===== config.mk =====
export PLATFORM = sky130hd
export DESIGN_NAME = vga_sync_gen_flat
export DESIGN_NICKNAME = d
export VERILOG_FILES = /design/src/rtl/vga_sync_gen_if.sv /design/src/rtl/vga_sync_gen.sv /design/src/flat_wrapper.sv
export SDC_FILE = /design/constraint.sdc
export NUM_CORES = 1
export LEC_CHECK = 0
export ABC_AREA = 1
export CAP_MARGIN = 20
export CORE_UTILIZATION = 30
export DETAILED_ROUTE_END_ITERATION = 16
export PLACE_DENSITY = 0.57
export SETUP_SLACK_MARGIN = 0.05
export SYNTH_ARGS = -nofsm -noshare
export SYNTH_HDL_FRONTEND = slang
export SYNTH_SLANG_ARGS = --single-unit
export TNS_END_PERCENT = 1

===== constraint.sdc =====
create_clock -name clk -period 3.58 [get_ports clk]
set_input_delay 0.716 -clock clk [delete_from_list [all_inputs] [get_ports clk]]
set_output_delay 0.716 -clock clk [all_outputs]
set_load 0.01 [all_outputs]

===== src/rtl/vga_sync_gen_if.sv =====
// Signal bundle from the VGA timing generator to the DAC pins and pixel logic.
// frame_cnt exists only when VGA_FRAME_CNT_EN is defined.
interface vga_sync_gen_if;
    logic       vgaClk;
    logic       hsync;
    logic       vsync;
    logic       blank_n;
    logic       sync_n;
    logic       active;
    logic [9:0] x;
    logic [9:0] y;
    logic       pix_tick;
    logic       frame_start;
`ifdef VGA_FRAME_CNT_EN
    logic [15:0] frame_cnt;
`endif

    modport master (
        output vgaClk, hsync, vsync, blank_n, sync_n, active,
        output x, y, pix_tick, frame_start
`ifdef VGA_FRAME_CNT_EN
        , output frame_cnt
`endif
    );

    modport slave (
        input vgaClk, hsync, vsync, blank_n, sync_n, active,
        input x, y, pix_tick, frame_start
`ifdef VGA_FRAME_CNT_EN
        , input frame_cnt
`endif
    );
endinterface


===== src/rtl/vga_sync_gen.sv =====
// 640x480@60 VGA timing generator on the system clock with an internal divide-by-DIV pixel tick.
// Optional frame counter output enabled by defining VGA_FRAME_CNT_EN.
module vga_sync_gen #(
    parameter int DIV      = 2,
    parameter int H_ACTIVE = 640,
    parameter int H_FP     = 16,
    parameter int H_SYNC   = 96,
    parameter int H_BP     = 48,
    parameter int V_ACTIVE = 480,
    parameter int V_FP     = 10,
    parameter int V_SYNC   = 2,
    parameter int V_BP     = 33
) (
    input  logic           clk,
    input  logic           reset,
    vga_sync_gen_if.master vga
);
    localparam int H_TOTAL   = H_ACTIVE + H_FP + H_SYNC + H_BP;
    localparam int V_TOTAL   = V_ACTIVE + V_FP + V_SYNC + V_BP;
    localparam int HS_START  = H_ACTIVE + H_FP;
    localparam int HS_END    = H_ACTIVE + H_FP + H_SYNC;
    localparam int VS_START  = V_ACTIVE + V_FP;
    localparam int VS_END    = V_ACTIVE + V_FP + V_SYNC;
    localparam int DIV_W     = (DIV > 2) ? $clog2(DIV) : 1;

    logic [DIV_W-1:0] div_cnt_r;
    logic [DIV_W-1:0] div_next_s;
    logic [9:0]       hcnt_r;
    logic [9:0]       vcnt_r;
    logic             vga_clk_r;
    logic             pix_tick_s;
    logic             line_end_s;
    logic             frame_end_s;
    logic             active_s;
    logic             hsync_s;
    logic             vsync_s;

    // Decode of the registered counters; all outputs valid in the same cycle.
    always_comb begin
        pix_tick_s  = (div_cnt_r == DIV_W'(DIV - 1));
        div_next_s  = pix_tick_s ? '0 : div_cnt_r + DIV_W'(1);
        line_end_s  = (hcnt_r == 10'(H_TOTAL - 1));
        frame_end_s = pix_tick_s && line_end_s && (vcnt_r == 10'(V_TOTAL - 1));
        active_s    = (hcnt_r < 10'(H_ACTIVE)) && (vcnt_r < 10'(V_ACTIVE));
        hsync_s     = !((hcnt_r >= 10'(HS_START)) && (hcnt_r < 10'(HS_END)));
        vsync_s     = !((vcnt_r >= 10'(VS_START)) && (vcnt_r < 10'(VS_END)));
    end

    // Pixel divider; vgaClk is registered from the next divider value so it never glitches.
    always_ff @(posedge clk) begin
        if (reset) begin
            div_cnt_r <= '0;
            vga_clk_r <= 1'b0;
        end else begin
            div_cnt_r <= div_next_s;
            vga_clk_r <= (div_next_s >= DIV_W'(DIV / 2));
        end
    end

    // Raster counters advance only on the pixel tick; reset wins over a coincident tick.
    always_ff @(posedge clk) begin
        if (reset) begin
            hcnt_r <= 10'd0;
            vcnt_r <= 10'd0;
        end else if (pix_tick_s) begin
            if (line_end_s) begin
                hcnt_r <= 10'd0;
                vcnt_r <= (vcnt_r == 10'(V_TOTAL - 1)) ? 10'd0 : vcnt_r + 10'd1;
            end else begin
                hcnt_r <= hcnt_r + 10'd1;
                vcnt_r <= vcnt_r;
            end
        end else begin
            hcnt_r <= hcnt_r;
            vcnt_r <= vcnt_r;
        end
    end

    assign vga.vgaClk      = vga_clk_r;
    assign vga.hsync       = hsync_s;
    assign vga.vsync       = vsync_s;
    assign vga.blank_n     = active_s;
    assign vga.sync_n      = 1'b0;
    assign vga.active      = active_s;
    assign vga.x           = active_s ? hcnt_r : 10'd0;
    assign vga.y           = active_s ? vcnt_r : 10'd0;
    assign vga.pix_tick    = pix_tick_s;
    assign vga.frame_start = frame_end_s;

`ifdef VGA_FRAME_CNT_EN
    logic [15:0] frame_cnt_r;

    // Frame counter for pattern animation, wraps naturally at 16 bits.
    always_ff @(posedge clk) begin
        if (reset) begin
            frame_cnt_r <= 16'd0;
        end else if (frame_end_s) begin
            frame_cnt_r <= frame_cnt_r + 16'd1;
        end else begin
            frame_cnt_r <= frame_cnt_r;
        end
    end

    assign vga.frame_cnt = frame_cnt_r;
`endif
endmodule

===== src/flat_wrapper.sv =====
// flat-port wrapper written by rule: the top's interface ports become plain ports
module vga_sync_gen_flat 
#(
    parameter int DIV      = 2,
    parameter int H_ACTIVE = 640,
    parameter int H_FP     = 16,
    parameter int H_SYNC   = 96,
    parameter int H_BP     = 48,
    parameter int V_ACTIVE = 480,
    parameter int V_FP     = 10,
    parameter int V_SYNC   = 2,
    parameter int V_BP     = 33
)
  (clk, reset, vga_vgaClk, vga_hsync, vga_vsync, vga_blank_n, vga_sync_n, vga_active, vga_x, vga_y, vga_pix_tick, vga_frame_start);
  vga_sync_gen_if vga_i ();
  input  logic clk;
  input  logic reset;
  output wire logic [$bits(vga_i.vgaClk)-1:0] vga_vgaClk;
  output wire logic [$bits(vga_i.hsync)-1:0] vga_hsync;
  output wire logic [$bits(vga_i.vsync)-1:0] vga_vsync;
  output wire logic [$bits(vga_i.blank_n)-1:0] vga_blank_n;
  output wire logic [$bits(vga_i.sync_n)-1:0] vga_sync_n;
  output wire logic [$bits(vga_i.active)-1:0] vga_active;
  output wire logic [$bits(vga_i.x)-1:0] vga_x;
  output wire logic [$bits(vga_i.y)-1:0] vga_y;
  output wire logic [$bits(vga_i.pix_tick)-1:0] vga_pix_tick;
  output wire logic [$bits(vga_i.frame_start)-1:0] vga_frame_start;
  assign vga_vgaClk = vga_i.vgaClk;
  assign vga_hsync = vga_i.hsync;
  assign vga_vsync = vga_i.vsync;
  assign vga_blank_n = vga_i.blank_n;
  assign vga_sync_n = vga_i.sync_n;
  assign vga_active = vga_i.active;
  assign vga_x = vga_i.x;
  assign vga_y = vga_i.y;
  assign vga_pix_tick = vga_i.pix_tick;
  assign vga_frame_start = vga_i.frame_start;
  vga_sync_gen #(.DIV(DIV), .H_ACTIVE(H_ACTIVE), .H_FP(H_FP), .H_SYNC(H_SYNC), .H_BP(H_BP), .V_ACTIVE(V_ACTIVE), .V_FP(V_FP), .V_SYNC(V_SYNC), .V_BP(V_BP)) u_core (.clk(clk), .reset(reset), .vga(vga_i));
endmodule

==> metrics.txt, run 1 <==
final setup violating endpoints 0; uppermost signal routing layer after detailed routing met4; Most used DFF post-synth dfxtp_1; leading cell types in the layout, fill and taps excluded nand2_1 (49), nor2_1 (43), inv_1 (27), clkdlybuf4s50_1 (27), dfxtp_1 (21); minimum clock period 2.85 ns; Overall Global Routing Usage 14.9%; max-capacitance violation count 0; Post-Route M1 WL 1670 µm; vias in the first global route 1,284; worst setup slack for register-to-register paths 1.55 ns; number of cells on the worst reg-to-reg path 8; Worst EP arrival 2.14 ns; max-slew headroom at the worst pin 63.6%; iteration-0 DRC count of the detailed router 45; synthesized instance count 220; Post-synth EDFFs 0; final core area utilization 39.0%; maximum level of the CTS H-tree 1; routability congestion estimate 0.799; peak fanout along the critical path 11; hold path cells 2; die footprint 0.00491 mm²; endpoint type of the worst setup path output port; final net count 251; outcome finished clean; unrepaired setup endpoints after global routing false; clock net sink count 21; final routed wirelength across all metal layers 3300 µm; insertion delay of the later-clocked pin in the worst-skew pair 0.27 ns; Initial Util 31.5%; Worst IR Drop VDD 0.000152 V; final antenna-violating net count 0; top cells by area in the synthesized netlist dfxtp_1 (30%), nand2_1 (13%), nor2_1 (12%); Critical R2R Launch u_core.hcnt_r[1]$_SDFFE_PP0P_; number of instances resized during post-cts repair 0; Hold Path Origin u_core.hcnt_r[3]$_SDFFE_PP0P_; first-pass GRT wire length 5890 µm; post-synth cell types 30; static power due to leakage 0.666 nW; chip width 70.1 µm; maximum clock insertion buffer count 2; startpoint class of the critical path flop; routed length per placed instance 11.2 µm; share of Yosys cell area claimed by the top area cell type 30.2%; overflow left after global routing 0; post-CTS setup-driven buffer insertion count 0; maximum operating frequency 0.350 GHz; Residual DRC 0; most common library cell in the layout ignoring fill and taps nand2_1; Worst Max-Slew Pin Slew 0.544 ns; Core ar. 0.00441 mm²; clock buffers created by TritonCTS 3; total of warnings raised by yosys 0; RR Endpoint u_core.vcnt_r[1]$_SDFFE_PP0P_; met3 routed wirelength 129 µm; setup TNS 0 ns; Reg clk slew, reported paths 0.09 ns; final-report hold violation count 0; number of diodes 0; category of the most critical setup path reg2out; number of synthesized register bits 21; antenna violations before repair 0; total power per unit cell area 247 mW/mm²; count of input and output buffers 27; endpoint required time on the critical path 2.86 ns; clock root buffer clkbuf_8; detailed-routed wire length on met2 1480 µm; CTS Hold Buffers Added 0; share of the clock period used by the worst path 79.7%; mean area per synthesized cell 6.32 µm²; TritonCTS clock tree yes; portion of the post-synthesis area used by sequential elements 30.2%; Slew Viols, Final 0; num ports 30; area delta synth->final 23.7%; library cell occupying the most area in the post-synthesis netlist dfxtp_1; worst min-delay path category reg2reg; site row count 24; vertical die dimension 70.1 µm; layout cell share with drive strength beyond 1 11.1%; Cell Area, Synth 0.00139 mm²; largest net degree at the start of global routing 13; worst clock skew 0.0116 ns; Via-to-Cell Ratio 4.47; post-DP HPWL 2520 µm; Hold Crit Endpoint u_core.hcnt_r[3]$_SDFFE_PP0P_; number of detailed-routing iterations run before antenna repair 4; Vias 1,324; share of flip-flops with an asynchronous set or reset after synthesis 0%
stage by stage:
step	instance area [µm²]	hold WS, ns	setup slack, ns	instances	power [mW]
2_1_floorplan	1400	0.475	1.70	221	0.262
3_3_place_gp	1680	0.512	1.01	292	0.270
3_5_place_dp	1680	0.518	0.985	292	0.270
4_1_cts	1720	0.530	0.686	296	0.428
5_1_grt	1720	0.554	0.521	296	0.443
6_report	1720	0.526	0.726	296	0.425
kinds of logic (layout without fill, tap and decap cells):
| logic type | count (synthesis) | in the layout | synth area share [%] |
|---|---|---|---|
| xor+xnor | 5 | 5 | 3.15 |
| simple gates | 135 | 135 | 44.4 |
| flops | 21 | 21 | 30.2 |
| other cells | 1 | 2 | 0.270 |
| compound gates | 14 | 14 | 5.49 |
| fa+ha+maj | 4 | 4 | 3.60 |
| buf+inv | 40 | 63 | 12.9 |
worst max-delay path by stage:
stage	end	depth (start not counted)	slack (ns)	start
detailed placement	vga_x[1]	6	0.99	u_core.hcnt_r[8]$_SDFFE_PP0P_
global placement	vga_x[0]	6	1.01	u_core.hcnt_r[8]$_SDFFE_PP0P_
finish	vga_x[1]	6	0.73	u_core.hcnt_r[8]$_SDFFE_PP0P_
global route	vga_frame_start	8	0.52	u_core.hcnt_r[1]$_SDFFE_PP0P_
floorplan	vga_frame_start	7	1.70	u_core.hcnt_r[0]$_SDFFE_PP0P_
CTS	vga_x[1]	6	0.69	u_core.hcnt_r[8]$_SDFFE_PP0P_
Yosys cell counts (2+ instances only):
cell / n
xor2_1: 4
buf_2: 2
and2_1: 2
nand2_1: 49
o21ai_1: 3
inv_1: 27
dfxtp_1: 21
a21oi_1: 6
nand2_2: 6
nor2_2: 6
ha_1: 4
nand4_1: 5
buf_4: 5
nor2_1: 43
nand3_1: 14
nor2_4: 2
nor3_1: 3
o21ai_0: 3
inv_2: 4
per-layer routing:
layer | GRT usage (%) | vias up
met5 | 0 | -
met4 | 5.56 | 0
met3 | 2.16 | 2
met2 | 24.5 | 23
met1 | 19.7 | 579
li1 | - | 720
layout make-up:
type / instances / area [µm²]
Fill cell: 475 / 2690
Timing Repair Buffer: 28 / 278
Sequential cell: 21 / 420
Clock buffer: 3 / 41.3
Tap cell: 52 / 65.1
Multi-Input combinational cell: 160 / 796
Inverter: 31 / 116
Clock inverter: 1 / 5.00
critical path: stages, from the launching register on:
cell	delay, ns
dfxtp_1	0.35
inv_1	0.09
nand3_1	0.10
nand4_1	0.33
buf_4	0.31
nor2_1	0.13
clkdlybuf4s50_1	0.55
registers in the layout, indices dropped and copies added (netlist names):
signal / cells
u_core.vcnt_r: 10
u_core.vga.vgaClk: 1
u_core.hcnt_r: 10
power by group:
| group | leakage, nW | internal (mW) | switching (mW) |
|---|---|---|---|
| registers | 0.170 | 0.236 | 0.00443 |
| logic | 0.471 | 0.00970 | 0.0142 |
| clock network | 0.0255 | 0.0776 | 0.0828 |
No activity file was read; power rests on OpenSTA's default activity.
==> inputs of run 2 (changes only) <==
==> constraint.sdc (replaced) <==
create_clock -name clk -period 2.75 [get_ports clk]
set_input_delay 0.55 -clock clk [delete_from_list [all_inputs] [get_ports clk]]
set_output_delay 0.55 -clock clk [all_outputs]
set_load 0.01 [all_outputs]
==> run 2 against run 1 <==
  * Final cell count is 2.0% higher
  * Count of clock-buffer cells in the layout is the same
  * Critical path type unchanged
  * Critical endpoint is now vga_frame_start
  * Global-route usage shrank 0.052 points
  * Clock skew decreased by 0.0085 ns
  * Clock power increased by 32%
  * Combinational power increased by 56%
  * Final area increased by 2.9%
==> metrics.txt, run 2 (synthesis results as in run 1) <==
routed length per placed instance 11.2 µm (about the same); worst-case hold slack 0.499 ns (was 0.526 ns); largest net degree at the start of global routing 13 (unchanged); number of detailed-routing iterations run before antenna repair 4 (unchanged); global-route met2 utilization 24.5% (unchanged); insertion delay of the later-clocked pin in the worst-skew pair 0.26 ns (was 0.27 ns); CTS Hold Buffers Added 0 (unchanged); vias in the first global route 1,295 (was 1,284); Vias 1,374 (was 1,324); overflow left after global routing 0 (unchanged); Via-to-Cell Ratio 4.55 (was 4.47); minimum clock period 2.53 ns; leading cell types in the layout, fill and taps excluded nand2_1 (49), nor2_1 (43), inv_1 (27), clkdlybuf4s50_1 (27), dfxtp_1 (19) (was nand2_1 (49), nor2_1 (43), inv_1 (27), clkdlybuf4s50_1 (27), dfxtp_1 (21)); Worst IR Drop VDD 0.000256 V (was 0.000152 V); static power due to leakage 0.694 nW (was 0.666 nW); Initial Util 31.5% (unchanged); sequential cell area in the final layout 423 µm² (was 420 µm²); maximum clock insertion buffer count 2 (unchanged); global routing usage on met1 19.6% (was 19.7%); final routed wirelength across all metal layers 3380 µm (was 3300 µm); Slew Viols, Final 0 (unchanged); endpoint type of the worst setup path output port (unchanged); clock buffers created by TritonCTS 3 (unchanged); maximum level of the CTS H-tree 1 (unchanged); met3 demand-to-capacity share in global routing 3.03% (was 2.16%); antenna violations before repair 0 (unchanged); layer carrying the most global-route usage met2 (unchanged); layout cell share with drive strength beyond 1 14.4% (was 11.1%); maximum operating frequency 0.396 GHz; Worst EP arrival 1.98 ns (was 2.14 ns); chip width 70.1 µm (unchanged); clock net sink count 21 (unchanged); final setup violating endpoints 0 (unchanged); area used by multi-input combinational logic 798 µm² (was 796 µm²); share of the clock period used by the worst path 91.9%; site row count 24 (unchanged); endpoint required time on the critical path 2.20 ns (was 2.86 ns); routability congestion estimate 0.777 (was 0.799); max-capacitance violation count 0 (unchanged); vertical die dimension 70.1 µm (unchanged); die footprint 0.00491 mm² (unchanged); Residual DRC 0 (unchanged); cells traversed along the worst timing path ha_2 -> nand2_1 -> nor2_1 -> nand3_1 -> nor2_4 -> nand2_2 -> inv_1 -> clkdlybuf4s50_1 (was inv_1 -> nand3_1 -> nand4_1 -> buf_4 -> nor2_1 -> clkdlybuf4s50_1); TritonCTS clock tree yes (unchanged); iteration-0 DRC count of the detailed router 28 (was 45); Core ar. 0.00441 mm² (unchanged); number of diodes 0 (unchanged); number of cells on the worst reg-to-reg path 9 (was 8); startpoint class of the critical path flop (unchanged); cell area after layout 0.00177 mm² (was 0.00172 mm²); final-report hold violation count 0 (unchanged); num ports 30 (unchanged); clock root buffer clkbuf_8 (unchanged); count of input and output buffers 27 (unchanged); final antenna-violating net count 0 (unchanged); post-placement worst setup slack 0.391 ns (was 0.985 ns); hold path cells 2 (unchanged); category of the most critical setup path reg2out (unchanged); Area after DPL 0.00171 mm² (was 0.00168 mm²); fill cell instance count of the final layout 487 (was 475); first-pass GRT wire length 5780 µm (was 5890 µm); final net count 257 (was 251); total power per unit cell area 315 mW/mm² (was 247 mW/mm²); setup TNS 0 ns (unchanged); most common library cell in the layout ignoring fill and taps nand2_1 (unchanged); CP max stage delay 0.54 ns (was 0.55 ns); peak fanout along the critical path 4 (was 11); post-DP HPWL 2580 µm (was 2520 µm); worst clock skew 0.00308 ns (was 0.0116 ns); Overall Global Routing Usage 14.8% (was 14.9%); slack of the critical path 0.223 ns (was 0.726 ns); worst min-delay path category reg2reg (unchanged); area delta synth->final 27.3% (was 23.7%); outcome finished clean (unchanged); Reg clk slew, reported paths 0.08 ns (was 0.09 ns); unrepaired setup endpoints after global routing false (unchanged); CP max-delay cell clkdlybuf4s50_1 (unchanged)
[run 2: worst max-delay path: cells and delay by family, from the launching register on]
family / cells / cell delay, ns
buffers and inverters: 2 / 0.61
AND/OR/NAND/NOR: 5 / 0.55
flip-flops: 1 / 0.36
adder cells (fa/ha/maj): 1 / 0.21
[run 2: timing repair]
action	CTS	global route
gates resized for setup	0	3
endpoints found under the setup margin	0	1
setup buffers	0	2
endpoints found under the hold margin	0	0
[run 2: area by class of cell]
class	count	share of cell area, %
repair buffers	34	18.2
multi-input cells	160	45.1
inverters	31	6.57
clock buffers	3	2.33
clock inverters	1	0.282
well taps	52	3.67
flip-flops and latches	21	23.9
[run 2: worst paths after layout]
kind / from / to / slack (ns)
max: u_core.hcnt_r[1]$_SDFFE_PP0P_ / vga_frame_start / 0.22
min: u_core.hcnt_r[1]$_SDFFE_PP0P_ / u_core.hcnt_r[1]$_SDFFE_PP0P_ / 0.50
max reg2reg: u_core.hcnt_r[1]$_SDFFE_PP0P_ / u_core.vcnt_r[1]$_SDFFE_PP0P_ / 1.14
min reg2reg: u_core.hcnt_r[1]$_SDFFE_PP0P_ / u_core.hcnt_r[1]$_SDFFE_PP0P_ / 0.50
[run 2: per-stage QoR]
step	util (%)	total power [mW]	cells
5_1_grt	40.1	0.584	302
2_1_floorplan	-	0.341	221
3_3_place_gp	38.6	0.354	296
6_report	40.1	0.558	302
4_1_cts	39.7	0.564	300
3_5_place_dp	38.6	0.354	296
[run 2: metal layers]
layer / vias to the layer above / wire, µm
met3: 2 / 130
met2: 29 / 1530
met5: - / 0
met4: 0 / 24
met1: 611 / 1700
li1: 732 / -
[run 2: report_power, final]
part	internal [mW]	total [mW]	leakage (nW)	switching, mW
Sequential	0.308	0.310	0.170	0.00244
Combinational	0.0151	0.0372	0.498	0.0222
Clock	0.101	0.211	0.0255	0.109
==> inputs of run 3 (changes only) <==
--- a/config.mk
+++ b/config.mk
@@ -7,6 +7,7 @@
 export LEC_CHECK = 0
 export ABC_AREA = 1
 export CAP_MARGIN = 20
+export CORE_ASPECT_RATIO = 0.75
 export CORE_UTILIZATION = 30
 export DETAILED_ROUTE_END_ITERATION = 16
 export PLACE_DENSITY = 0.57
==> run 3 against run 2 <==
  * Sequential share of layout area about the same
  * Final cell count increased by 1.3%
  * Combinational power about the same
  * Flip-flop and latch count unchanged
  * Global-route usage decreased by 0.31 points
  * Largest cell class unchanged
==> metrics.txt, run 3 (synthesis results as in run 1) <==
outcome finished clean (unchanged); maximum clock insertion buffer count 2 (unchanged); number of detailed-routing iterations run before antenna repair 4 (unchanged); post-DP HPWL 2600 µm (was 2580 µm); worst min-delay path category reg2reg (unchanged); leading cell types in the layout, fill and taps excluded nand2_1 (49), nor2_1 (43), inv_1 (27), clkdlybuf4s50_1 (27), dfxtp_1 (21) (was nand2_1 (49), nor2_1 (43), inv_1 (27), clkdlybuf4s50_1 (27), dfxtp_1 (19)); cells traversed along the worst timing path ha_1 -> nand2_1 -> nor2_1 -> nand3_1 -> nor2_4 -> nand2_2 -> inv_1 -> clkdlybuf4s50_1 (was ha_2 -> nand2_1 -> nor2_1 -> nand3_1 -> nor2_4 -> nand2_2 -> inv_1 -> clkdlybuf4s50_1); share of total power in the clock network 36.9% (was 37.8%); clock buffers created by TritonCTS 3 (unchanged); Overall Global Routing Usage 14.5% (was 14.8%); endpoint required time on the critical path 2.20 ns (about the same); CTS Hold Buffers Added 0 (unchanged); global-route met2 utilization 19.7% (was 24.5%); peak fanout along the critical path 4 (unchanged); global routing usage on met1 22.4% (was 19.6%); share of the clock period used by the worst path 92.0% (was 91.9%); final net count 256 (was 257); Initial Util 31.1% (was 31.5%); site row count 21 (was 24); iteration-0 DRC count of the detailed router 90 (was 28); insertion delay of the later-clocked pin in the worst-skew pair 0.26 ns (about the same); num ports 30 (unchanged); Seq pwr share 56.4% (was 55.6%); placed cell count 302 (was 296); hold path cells 2 (unchanged); Slew Viols, Final 0 (unchanged); final setup violating endpoints 0 (unchanged); cell family with the largest share of critical-path delay buffers and inverters (unchanged); antenna violations before repair 0 (unchanged); worst setup slack for register-to-register paths 1.09 ns (was 1.14 ns); endpoint type of the worst setup path output port (unchanged); Critical R2R Launch u_core.hcnt_r[1]$_SDFFE_PP0P_ (unchanged); CP max stage delay 0.52 ns (was 0.54 ns); layout cell share with drive strength beyond 1 12.4% (was 14.4%); count of buffering cells on the critical path with inverters included 2 (unchanged); vertical die dimension 61.0 µm (was 70.1 µm); clock net sink count 21 (unchanged); number of cells on the worst reg-to-reg path 9 (unchanged); met3 demand-to-capacity share in global routing 3.31% (was 3.03%); clock root buffer clkbuf_8 (unchanged); Via-to-Cell Ratio 4.48 (was 4.55); static power due to leakage 0.688 nW (was 0.694 nW); number of diodes 0 (unchanged); RR Endpoint u_core.vcnt_r[1]$_SDFFE_PP0P_ (unchanged); Worst IR Drop VDD 0.000145 V (was 0.000256 V); internal power summed over all cells 0.425 mW (was 0.424 mW); area delta synth->final 26.8% (was 27.3%); Hold Crit Endpoint u_core.hcnt_r[1]$_SDFFE_PP0P_ (unchanged); count of input and output buffers 27 (unchanged); startpoint class of the critical path flop (unchanged); fill cell instance count of the final layout 478 (was 487); largest net degree at the start of global routing 13 (unchanged); chip width 80.6 µm (was 70.1 µm); max-capacitance violation count 0 (unchanged); area used by multi-input combinational logic 796 µm² (was 798 µm²); routability congestion estimate 0.824 (was 0.777); TritonCTS clock tree yes (unchanged); maximum operating frequency 0.395 GHz (was 0.396 GHz); Sw Share 22.6% (was 24.0%); CP max-delay cell clkdlybuf4s50_1 (unchanged); count of placed standard cells in the final layout, fillers left out 306 (was 302); most common library cell in the layout ignoring fill and taps nand2_1 (unchanged); unrepaired setup endpoints after global routing false (unchanged); category of the most critical setup path reg2out (unchanged); Residual DRC 0 (unchanged); Core ar. 0.00447 mm² (was 0.00441 mm²); final antenna-violating net count 0 (unchanged); number of instances resized during post-cts repair 0 (unchanged); total power per unit cell area 312 mW/mm² (was 315 mW/mm²); minimum clock period 2.53 ns (about the same); post-CTS setup-driven buffer insertion count 0 (unchanged); setup TNS 0 ns (unchanged); Vias 1,370 (was 1,374); routed length per placed instance 10.6 µm (was 11.2 µm); Reg clk slew, reported paths 0.07 ns (was 0.08 ns); die footprint 0.00492 mm² (was 0.00491 mm²); final-report hold violation count 0 (unchanged); maximum level of the CTS H-tree 1 (unchanged); overflow left after global routing 0 (unchanged); switching power total 0.124 mW (was 0.134 mW); Worst EP arrival 1.98 ns (about the same); layer carrying the most global-route usage met1 (was met2); Comb power frac 6.7% (about the same); first-pass GRT wire length 5330 µm (was 5780 µm); vias in the first global route 1,119 (was 1,295); final routed wirelength across all metal layers 3250 µm (was 3380 µm); sequential cell area in the final layout 420 µm² (was 423 µm²); Hold Path Origin u_core.hcnt_r[1]$_SDFFE_PP0P_ (unchanged); worst clock skew 0.00192 ns (was 0.00308 ns)
[run 3: worst register-to-register path, cell delays in order (launching register included)]
cell and delay [ns]:
dfxtp_1 0.38, ha_1 0.24, nand2_1 0.07, nor2_1 0.13
nand4_1 0.10, buf_4 0.18, nand2_1 0.21, inv_2 0.08
nand2_1 0.06, o21ai_0 0.08
[run 3: how the worst max path moves through the flow]
stage                       to                     startpoint  slack (ns)  cells after the start
2_1_floorplan  vga_frame_start  u_core.hcnt_r[0]$_SDFFE_PP0P_        1.04                      7
3_3_place_gp   vga_frame_start  u_core.hcnt_r[1]$_SDFFE_PP0P_        0.55                      8
6_report       vga_frame_start  u_core.hcnt_r[1]$_SDFFE_PP0P_        0.22                      8
5_1_grt        vga_frame_start  u_core.hcnt_r[1]$_SDFFE_PP0P_        0.08                      8
4_1_cts        vga_frame_start  u_core.hcnt_r[0]$_SDFFE_PP0P_        0.22                      8
3_5_place_dp   vga_frame_start  u_core.hcnt_r[0]$_SDFFE_PP0P_        0.53                      8
[run 3: metrics by stage]
stage / instance area [µm²] / hold slack, ns / power [mW] / utilization (%) / worst slack (ns)
2_1_floorplan: 1400 / 0.475 / 0.341 / - / 1.04
3_3_place_gp: 1720 / 0.494 / 0.354 / 38.5 / 0.549
3_5_place_dp: 1720 / 0.506 / 0.354 / 38.5 / 0.527
4_1_cts: 1760 / 0.518 / 0.560 / 39.5 / 0.218
5_1_grt: 1760 / 0.538 / 0.576 / 39.5 / 0.0816
6_report: 1760 / 0.517 / 0.550 / 39.5 / 0.220
[run 3: power groups by stage]
stage | logic (mW) | registers, mW | clock network (mW)
5_1_grt | 0.0411 | 0.310 | 0.224
2_1_floorplan | 0.0237 | 0.317 | 0
3_5_place_dp | 0.0372 | 0.317 | 0
4_1_cts | 0.0373 | 0.310 | 0.213
6_report | 0.0370 | 0.310 | 0.203
3_3_place_gp | 0.0372 | 0.317 | 0
[run 3: cell type report]
cell class	instances	area share [%]
multi-input combinational	160	45.1
sequential	21	23.8
timing repair buffer	33	17.9
inverter	31	6.60
tap	57	4.04
clock buffer	4	2.55
[run 3: per-layer routing]
| metal | routed length (µm) | share of wire [%] |
|---|---|---|
| met1 | 1780 | 55 |
| met2 | 1290 | 40 |
| met4 | 40 | 1.2 |
| met5 | 0 | 0 |
| met3 | 140 | 4.3 |
